`config.mk`:
```
export PLATFORM = sky130hd
export DESIGN_NAME = user_id_reader
export DESIGN_NICKNAME = d
export VERILOG_FILES = /design/src/rtl/user_id_reader.sv
export SDC_FILE = /design/constraint.sdc
export NUM_CORES = 1
export LEC_CHECK = 0
export ABC_AREA = 1
export ABC_CLOCK_PERIOD_IN_PS = 1600
export CAP_MARGIN = 15
export CORE_UTILIZATION = 30
export DETAILED_ROUTE_END_ITERATION = 7
export PLACE_DENSITY = 0.52
export SYNTH_ARGS = -nofsm -noshare
export SYNTH_HDL_FRONTEND = slang
export SYNTH_SLANG_ARGS = --single-unit
export TNS_END_PERCENT = 5
```
`constraint.sdc`:
```
create_clock -name axis_clk -period 1.6 [get_ports axis_clk]
set_clock_uncertainty 0.05 [all_clocks]
set_input_delay 0.32 -clock axis_clk [delete_from_list [all_inputs] [get_ports axis_clk]]
set_output_delay 0.32 -clock axis_clk [all_outputs]
set_load 0.1 [all_outputs]
```
`src/rtl/user_id_reader.sv`:
```
// ----------------------------------------------------------------------------
// user_id_reader
//   Reads the 32-bit user project ID driven by the mask-programmed constant
//   cell array. On request it samples mask_rev twice, SETTLE_CYCLES apart, and
//   only accepts the value if both samples agree. A mismatch triggers a retry.
//   After MAX_RETRY mismatches the read gives up and flags id_err. A verified ID
//   is latched into id_value. It is also streamed out MSB-first as BEAT_W-bit
//   beats on a valid/ready port.
//
// Ports
//   axis_clk, axis_rst_n : clock, async active-low reset
//   mask_rev             : static project ID from the constant-cell array
//   rd_req               : read request, only looked at while idle
//   rd_busy              : high whenever a read or stream is in progress
//   id_valid / id_value  : sticky verified ID
//   id_err               : sticky "samples never agreed" flag
//   ser_data/valid/last  : serial beat stream, ser_ready is the back-pressure
// ----------------------------------------------------------------------------
module user_id_reader #(
    parameter int SETTLE_CYCLES = 4,
    parameter int BEAT_W        = 8,
    parameter int MAX_RETRY     = 3
) (
    input  logic              axis_clk,
    input  logic              axis_rst_n,
    input  logic [31:0]       mask_rev,
    input  logic              rd_req,
    output logic              rd_busy,
    output logic              id_valid,
    output logic              id_err,
    output logic [31:0]       id_value,
    output logic [BEAT_W-1:0] ser_data,
    output logic              ser_valid,
    output logic              ser_last,
    input  logic              ser_ready
);

    localparam int NB = 32 / BEAT_W;

    if (BEAT_W != 1 && BEAT_W != 2 && BEAT_W != 4 &&
        BEAT_W != 8 && BEAT_W != 16 && BEAT_W != 32) begin : g_bad_beat_w
        $error("user_id_reader: BEAT_W must be 1, 2, 4, 8, 16 or 32");
    end
    if (SETTLE_CYCLES < 0 || SETTLE_CYCLES > 255) begin : g_bad_settle
        $error("user_id_reader: SETTLE_CYCLES must be 0..255");
    end
    if (MAX_RETRY < 1 || MAX_RETRY > 15) begin : g_bad_retry
        $error("user_id_reader: MAX_RETRY must be 1..15");
    end

    typedef enum logic [2:0] {
        S_IDLE,
        S_SAMPLE1,
        S_WAIT,
        S_SAMPLE2,
        S_SHIFT
    } state_e;

    state_e      state_q,    state_d;
    logic [31:0] s1_q,       s1_d;
    logic [7:0]  settle_q,   settle_d;
    logic [3:0]  retry_q,    retry_d;
    logic [31:0] shift_q,    shift_d;
    logic [5:0]  beat_q,     beat_d;
    logic        id_valid_q, id_valid_d;
    logic        id_err_q,   id_err_d;
    logic [31:0] id_value_q, id_value_d;

    logic        last_beat;
    logic [3:0]  retry_inc;

    assign last_beat = (beat_q == 6'(NB - 1));
    assign retry_inc = retry_q + 4'd1;

    always_comb begin
        state_d    = state_q;
        s1_d       = s1_q;
        settle_d   = settle_q;
        retry_d    = retry_q;
        shift_d    = shift_q;
        beat_d     = beat_q;
        id_valid_d = id_valid_q;
        id_err_d   = id_err_q;
        id_value_d = id_value_q;

        unique case (state_q)
            S_IDLE: begin
                if (rd_req) begin
                    state_d    = S_SAMPLE1;
                    id_valid_d = 1'b0;
                    id_err_d   = 1'b0;
                    retry_d    = 4'd0;
                end
            end
            S_SAMPLE1: begin
                s1_d     = mask_rev;
                settle_d = 8'(SETTLE_CYCLES);
                state_d  = (SETTLE_CYCLES == 0) ? S_SAMPLE2 : S_WAIT;
            end
            S_WAIT: begin
                // Counter was loaded with SETTLE_CYCLES (>=1 here); leaving on
                // the count of 1 gives exactly SETTLE_CYCLES cycles in WAIT.
                settle_d = settle_q - 8'd1;
                if (settle_q == 8'd1) state_d = S_SAMPLE2;
            end
            S_SAMPLE2: begin
                if (mask_rev == s1_q) begin
                    id_value_d = s1_q;
                    shift_d    = s1_q;
                    id_valid_d = 1'b1;
                    beat_d     = 6'd0;
                    state_d    = S_SHIFT;
                end else begin
                    retry_d = retry_inc;
                    if (retry_inc == 4'(MAX_RETRY)) begin
                        id_err_d = 1'b1;
                        state_d  = S_IDLE;
                    end else begin
                        state_d  = S_SAMPLE1;
                    end
                end
            end
            S_SHIFT: begin
                if (ser_ready) begin
                    shift_d = shift_q << BEAT_W;
                    if (last_beat) begin
                        beat_d  = 6'd0;
                        state_d = S_IDLE;
                    end else begin
                        beat_d  = beat_q + 6'd1;
                    end
                end
            end
            default: state_d = S_IDLE;
        endcase
    end

    always_ff @(posedge axis_clk or negedge axis_rst_n) begin
        if (!axis_rst_n) begin
            state_q    <= S_IDLE;
            s1_q       <= '0;
            settle_q   <= '0;
            retry_q    <= '0;
            shift_q    <= '0;
            beat_q     <= '0;
            id_valid_q <= 1'b0;
            id_err_q   <= 1'b0;
            id_value_q <= '0;
        end else begin
            state_q    <= state_d;
            s1_q       <= s1_d;
            settle_q   <= settle_d;
            retry_q    <= retry_d;
            shift_q    <= shift_d;
            beat_q     <= beat_d;
            id_valid_q <= id_valid_d;
            id_err_q   <= id_err_d;
            id_value_q <= id_value_d;
        end
    end

    // Stream outputs are decoded from registered state only, so the async reset
    // drops ser_valid/rd_busy immediately without any extra flops.
    assign rd_busy   = (state_q != S_IDLE);
    assign ser_valid = (state_q == S_SHIFT);
    assign ser_last  = ser_valid && last_beat;
    assign ser_data  = shift_q[31 -: BEAT_W];
    assign id_valid  = id_valid_q;
    assign id_err    = id_err_q;
    assign id_value  = id_value_q;

endmodule

```
== Yosys cells after proc, flatten, opt, wreduce, memory -nomap -nowiden ==
Index checks and enable logic that the tools add are counted.

* Flip-flop bits (word level): 119
* Input port bits: 36
* Output and inout bits: 45
* Logic and storage cells: 63

* Add/sub/neg operators: 3
* Equality and inequality tests: 15
* Mux-type cells: 24
* Reductions and logical operators: 12

{| class="wikitable"
|+ Operators by type and width
! cell !! number
|-
| $mux W32 || 2
|-
| $pmux W32 S2 || 1
|-
| $eq A32 B32 Y1 || 1
|-
| $mux W6 || 3
|-
| $pmux W8 S2 || 1
|-
| $mux W3 || 5
|-
| $pmux W3 S5 || 1
|-
| $pmux W6 S2 || 1
|-
| $ne A2 B2 Y1 const B || 5
|-
| $reduce_and A3 Y1 || 3
|-
| $eq A8 B1 Y1 const B || 1
|-
| $mux W4 || 2
|-
| $pmux W4 S2 || 1
|-
| $reduce_and A4 Y1 || 2
|-
| $sub A8 B1 Y8 const B || 1
|-
| $add A6 B1 Y6 const B || 1
|-
| $eq A3 B2 Y1 const B || 2
|-
| $eq A6 B2 Y1 const B || 1
|-
| $reduce_bool A2 Y1 || 3
|-
| $mux W1 || 5
|-
| $add A4 B1 Y4 const B || 1
|-
| $eq A4 B2 Y1 const B || 1
|-
| $ne A2 B1 Y1 const B || 2
|-
| $pmux W1 S2 || 2
|-
| other kinds (6) || 6
|}

== Depth between registers and ports, before layout ==
Gate-level depths: netlist of run 1.

* Depth after elaboration: 5
* Gate-level depth with buffers: 14
* Mapped depth without buffers: 12

== Worst setup path after synthesis of run 1 ==
OpenSTA, ideal clock, no wires.

* Path type: register to output
* Start: reg state_q[1]
* End: out ser_last
* Arrival time: 2335 ps
* Required time: 1230 ps
* Slack: -1105 ps
* Cell stages (with the launch flop): 6
* Buffers on the path: 2
* Cells stage by stage: dfrtp_1 > nor3_1 > inv_1 > buf_2 > buf_1 > nor2_1

* Word-level cells in the longest chain between the ends: 2

{| class="wikitable"
|+ RTL lines
! item !! line !! RTL
|-
| from (decl) || 59 || <nowiki>state_e state_q, state_d;</nowiki>
|-
| from (signal assigned) || 150 || <nowiki>state_q <= state_d;</nowiki>
|-
| $eq A3 B3 Y1 || 165 || <nowiki>assign ser_valid = (state_q == S_SHIFT);</nowiki>
|-
| $logic_and A1 B1 Y1 || 166 || <nowiki>assign ser_last = ser_valid && last_beat;</nowiki>
|-
| to (decl) || 34 || <nowiki>output logic ser_last,</nowiki>
|}

No other way between the ends.

== Final worst setup path of run 1 ==
Ends and elaborated chain as after synthesis.

==> results of run 1 <==
-- area by class of cell --
| class | count | area (um2) | area share (%) |
|---|---|---|---|
| multi-input combinational | 516 | 2494 | 28.93 |
| clock buffer | 22 | 464.2 | 5.385 |
| timing repair buffer | 169 | 2096 | 24.31 |
| sequential | 119 | 2978 | 34.55 |
| inverter | 51 | 198.9 | 2.308 |
| tap | 229 | 286.5 | 3.324 |
| clock inverter | 10 | 102.6 | 1.190 |
-- repair_timing --
item	CTS	global route
cloned	2	2
resized for setup	32	49
hold buffers	1	0
endpoints found under the setup margin	106	109
pin swaps	5	7
setup buffers	3	5
endpoints found under the hold margin	119	0
-- worst paths after layout --
check | from | end
max | state_q[1] | ser_last
min | mask_rev[24] | s1_q[24]
max reg2reg | s1_q[24] | shift_q[2]
min reg2reg | shift_q[9] | shift_q[9]
max in group asynchronous | axis_rst_n | s1_q[21]
min in group asynchronous | axis_rst_n | s1_q[28]
-- flip-flops by register name, summed over array words and instances, names as in the netlist --
signal / flops
shift_q: 32
retry_q: 4
id_err: 1
id_value: 32
beat_q: 6
id_valid: 1
settle_q: 8
state_q: 3
s1_q: 32
-- report_power, final --
group          switching, mW  internal (mW)
Sequential             0.710           3.88
Clock                   1.36           2.35
Combinational           3.12           2.35
Total                   5.19           8.58
-- cells in the mapped netlist (8+ instances only) --
master	number	area, um2
nand2_1	357	1340
dfrtp_1	119	2978
inv_1	43	161.4
nand3_1	36	180.2
o21ai_0	34	170.2
nor2_1	24	90.09
xnor2_1	21	183.9
buf_2	11	55.05
buf_4	10	75.07
clkbuf_1	10	37.54
a21oi_1	9	45.04
inv_2	8	30.03
-- logic make-up (layout without fill, tap and decap cells) --
logic type	count (synthesis)	count (layout)	synth area share (%)
compound gates	53	53	4.789
xor+xnor	25	25	3.862
flops	119	119	52.53
fa+ha+maj	5	5	1.104
simple gates	433	433	30.39
buf+inv	89	252	7.327
-- critical path, cell delays in order, from the launching register on --
cell     delay (ps)
dfrtp_1         400
buf_6           140
nor3_4          130
inv_2            70
buf_6           130
nor2_4          100
buf_12          180
-- stage by stage --
step                instance area, um2  hold slack, ps  std cells  util [%]
floorplan                         5699          -25.59        724         -
global placement                  7642           341.0       1072     41.83
detailed placement                7642           350.9       1072     41.83
CTS                               8382           422.4       1109     45.88
global route                      8620           189.9       1116     47.18
finish                            8620           180.8       1116     47.18
-- routing by layer --
| layer | wire [um] | vias up |
|---|---|---|
| li1 | - | 2540 |
| met1 | 7423 | 2236 |
| met2 | 6968 | 81 |
| met3 | 535 | 5 |
| met4 | 104 | 0 |
| met5 | 0 | - |
==> results.json, run 1 <==
{
  "cts_tree": "built",
  "rows": 49,
  "ff2ff_path_depth": 11,
  "r2r_slack_ps": -260,
  "worstSetupPathType": "flop to output pin",
  "worstSetupStartpointType": "flop",
  "fmax_ghz": 0.5199,
  "die_x_um": 139.5,
  "synth.avg_cell_area_um2": 7.830,
  "vdd_drop_max_mv": 0.9278,
  "cts-buffers-inserted": 17,
  "cp-end-kind": "output pin",
  "viasPerCell": 4.357,
  "status": "complete, but fails checks",
  "final.period_utilization_pct": 120.2,
  "grtUsageMet3_pct": 3.441,
  "rsz0062_at_grt": "yes",
  "holdPathStages": 3,
  "fillers": 1750,
  "synth_edf_count": 0,
  "worst_slack_ps": -323.6,
  "grt-ovfl-total": 0,
  "vias": 4862,
  "dr.pass1.iters": 4,
  "ys_types": 29,
  "ctsRootBufferMaster": "clkbuf_16",
  "dieArea_um2": 19450,
  "diodes": 0,
  "period_needed_ps": 1924,
  "required_ps": 1230,
  "drive_above_1_share_pct": 26.04,
  "syn_inst": 724,
  "io_buffers": 80,
  "start_util_pct": 31.03,
  "grt_max_degree": 91,
  "hp-class": "primary input to flop",
  "power_density_nw_per_um2": 1598,
  "drcViolationCount": 0,
  "worst_slew_margin_rel_pct": 65.73,
  "syn-num-nets": 765,
  "power_mw": 13.77,
  "cts_buffer_depth": 2,
  "path_clk_slew_ps": 60,
  "globalRoute.busiestLayer": "met2",
  "worstMarginPinSlew_ps": 514.1,
  "clk_latency_ps": 420,
  "seq_area_frac_synth_pct": 52.53,
  "final_common_cell": "nand2_1",
  "slew_viol_final": 0,
  "place.gp.congestion": 0.7834,
  "wire_per_inst_um": 13.47,
  "syn_area_um2": 5669,
  "grtUsageMet1_pct": 22.26,
  "fin_tns_setup_ps": -16730,
  "core_um2": 18270,
  "hold_viol": 0,
  "die_h_um": 139.5,
  "layout_common_cells": "315 x nand2_1, 119 x dfrtp_1, 70 x buf_4",
  "async_flop_share_pct": 100.0,
  "ys_warn_count": 0,
  "grt_pass1_vias": 4645,
  "worstPathArrival_ps": 1550,
  "antenna_found_initial": 0,
  "hpwl_um": 10490,
  "grt.total_usage_pct": 16.18,
  "setup-violations-final": 81,
  "grt_pass1_wl_um": 24270,
  "cp_max_fo": 3,
  "ys_ff_latch": 119,
  "drtIter0Drc": 307,
  "maxCapViolations": 0,
  "area_delta_synth_final_pct": 52.04,
  "wirelength_um": 15030,
  "dp_slack_ps": -825.9,
  "ioPinCount": 81,
  "p_leak_nw": 4.357,
  "cts_max_level": 4,
  "nets": 915,
  "synth-main-ff-cell": "dfrtp_1",
  "violations": "negative setup slack",
  "cts_sinks": 119,
  "ant_nets": 0,
  "grtUsageMet2_pct": 24.83
}
No activity file was read; power rests on OpenSTA's default activity.
==> run 2: changes to the inputs <==
--- a/config.mk
+++ b/config.mk
@@ -10,6 +10,7 @@
 export CAP_MARGIN = 15
 export CORE_UTILIZATION = 30
 export DETAILED_ROUTE_END_ITERATION = 7
+export HOLD_SLACK_MARGIN = 0.08
 export PLACE_DENSITY = 0.52
 export SYNTH_ARGS = -nofsm -noshare
 export SYNTH_HDL_FRONTEND = slang
==> results of run 2 <==
The final DEF is identical to that of run 1; final timing and power are the same.
==> run 3: changes to the inputs <==
--- a/config.mk
+++ b/config.mk
@@ -8,6 +8,7 @@
 export ABC_AREA = 1
 export ABC_CLOCK_PERIOD_IN_PS = 1600
 export CAP_MARGIN = 15
+export CORE_ASPECT_RATIO = 1.75
 export CORE_UTILIZATION = 30
 export DETAILED_ROUTE_END_ITERATION = 7
 export HOLD_SLACK_MARGIN = 0.08
==> run 3 against run 2 <==
The run still ends with negative setup slack left. Fmax is 1.5% higher. Sequential share of layout area grew 0.53 points. Setup slack improved by 29 ps. Critical path depth decreased by 1. Clock-buffer cell count fell by 3. Routed wire length is 1.8% higher.
==> results.json, run 3 (synthesis results as in run 1) <==
{
  "post-place-cells": 1078,
  "path_clk_slew_ps": 50,
  "nets": 908,
  "required_ps": 1230,
  "cts_sinks": 119,
  "cp_slowest_stage_delay_ps": 430,
  "cp-end-kind": "output pin",
  "ff2ff_path_depth": 13,
  "fmax_ghz": 0.5278,
  "crit_chain": "nor3_4 > inv_2 > buf_4 > nor2_4 > buf_12",
  "hp-class": "primary input to flop",
  "maxCapViolations": 0,
  "vias": 4918,
  "cts-buffers-inserted": 17,
  "cts_max_level": 4,
  "vdd_drop_max_mv": 0.8199,
  "drive_above_1_share_pct": 22.39,
  "switchingPower_mw": 5.232,
  "grt_pass1_vias": 5032,
  "fillers": 1823,
  "clkPwrFrac_pct": 30.1,
  "wirelength_um": 15310,
  "dieArea_um2": 19470,
  "rsz0062_at_grt": "yes",
  "layout_common_cells": "344 x nand2_1, 117 x dfrtp_1, 67 x buf_4",
  "grt_pass1_wl_um": 25360,
  "pwr-share-comb_pct": 38.1,
  "worst_slew_margin_rel_pct": 64.83,
  "final.period_utilization_pct": 118.4,
  "diodes": 0,
  "die_x_um": 105.9,
  "clk_latency_ps": 420,
  "ant_nets": 0,
  "worstSetupStartpointType": "flop",
  "worstMarginPinSlew_ps": 527.5,
  "slew_viol_final": 0,
  "power_density_nw_per_um2": 1690,
  "drtIter0Drc": 291,
  "worstSetupPathType": "flop to output pin",
  "start_util_pct": 30.51,
  "worstHoldStart": "mask_rev[24]",
  "slowest_stage": "dfrtp_2",
  "hpwl_um": 10960,
  "violations": "negative setup slack",
  "wire_per_inst_um": 13.69,
  "period_needed_ps": 1895,
  "p_leak_nw": 4.280,
  "setup-violations-final": 81,
  "grt-ovfl-total": 0,
  "dr.pass1.iters": 4,
  "hold_path_end": "s1_q[24]",
  "p_sw_share_pct": 36.44,
  "viasPerCell": 4.399,
  "drcViolationCount": 0,
  "power_mw": 14.36,
  "ctsRootBufferMaster": "clkbuf_16",
  "ioPinCount": 81,
  "p_int_mw": 9.124,
  "io_buffers": 80,
  "cts_tree": "built",
  "hold_viol": 0,
  "seq_power_share_pct": 31.8,
  "core_um2": 18580,
  "r2r-start": "s1_q[13]",
  "die_h_um": 183.9,
  "grt_max_degree": 92,
  "area_delta_synth_final_pct": 49.88,
  "wl_met2_um": 8405,
  "r2r_slack_ps": -220,
  "worstPathArrival_ps": 1520,
  "crit_family": "flip-flops",
  "status": "complete, but fails checks",
  "holdPathStages": 3,
  "stdcell_count": 1118,
  "top_layer": "met4",
  "wl_met3_um": 513,
  "path_buf_inv": 3,
  "cp_max_fo": 3,
  "rows": 66,
  "r2r_end": "shift_q[9]",
  "worst_slack_ps": -294.5,
  "antenna_found_initial": 0,
  "cts_buffer_depth": 2,
  "grt.total_usage_pct": 17.06,
  "final_common_cell": "nand2_1",
  "drt-met1-wl_um": 6018,
  "place.gp.congestion": 0.7917
}
[run 3: cell types whose count changed in the layout (fill, tap and decap cells not counted), moves of 3 or more]
cell	previous run	this run
buf_4	70	67
bufinv_16	2	6
clkinv_2	7	3
nand2_2	39	11
buf_8	4	0
nand2_1	315	344
[run 3: layer usage]
| layer | up-vias | GRT usage, % |
|---|---|---|
| li1 | 2522 | - |
| met1 | 2272 | 18.89 |
| met2 | 99 | 31.61 |
| met3 | 25 | 3.580 |
| met4 | 0 | 6.333 |
| met5 | - | 0 |
[run 3: layout make-up]
type / count / area, um2 / area share (%)
multi-input cells: 516 / 2410 / 28.36
clock buffers: 19 / 432.9 / 5.095
well taps: 238 / 297.8 / 3.505
flip-flops and latches: 119 / 2980 / 35.08
clock inverters: 13 / 227.7 / 2.680
repair buffers: 162 / 1953 / 22.99
inverters: 51 / 195.2 / 2.297
[run 3: worst reg2reg max path, delay by kind of cell (launching register included)]
family | cells | cell delay, ps
buffers and inverters | 2 | 260
and+or+nand+nor | 11 | 1010
DFF | 1 | 400
[run 3: stage by stage]
stage | TNS [ps] | setup WS (ps) | hold slack [ps] | cell area, um2 | utilization [%]
3_3_place_gp | -63220 | -861.3 | 332.2 | 7619 | 41.00
2_1_floorplan | -2572 | -187.3 | -25.59 | 5699 | -
5_1_grt | -27370 | -387.8 | 312.6 | 8497 | 45.73
6_report | -14110 | -294.5 | 330.1 | 8497 | 45.73
4_1_cts | -21450 | -334.2 | 316.5 | 8454 | 45.50
3_5_place_dp | -64910 | -923.9 | 336.1 | 7619 | 41.00
[run 3: power by group through the flow]
stage	logic (mW)	registers, mW	clock network, mW
global placement	5.31	4.58	0
CTS	5.43	4.56	4.39
finish	5.46	4.57	4.32
detailed placement	5.36	4.59	0
global route	6.05	4.70	4.52
floorplan	3.11	4.53	0
[run 3: worst max path at each step]
stage            startpoint      endpoint  cells past startpoint  slack, ps
3_5_place_dp   mask_rev[24]     beat_q[0]                     12       -920
5_1_grt            s1_q[24]    shift_q[9]                     11       -390
2_1_floorplan    state_q[2]      ser_last                      6       -190
6_report         state_q[0]      ser_last                      5       -290
3_3_place_gp   mask_rev[24]    retry_q[1]                     11       -860
4_1_cts            s1_q[24]  id_value[10]                     12       -330
[run 3: what timing repair did]
item | 4_1_cts | 5_1_grt
endpoints found under the hold margin | 119 | 0
endpoints found under the setup margin | 106 | 115
gates resized for setup | 23 | 19
pin swaps | 8 | 10
hold buffers | 1 | 0
cloned | 3 | 0
buffers inserted | 5 | 0
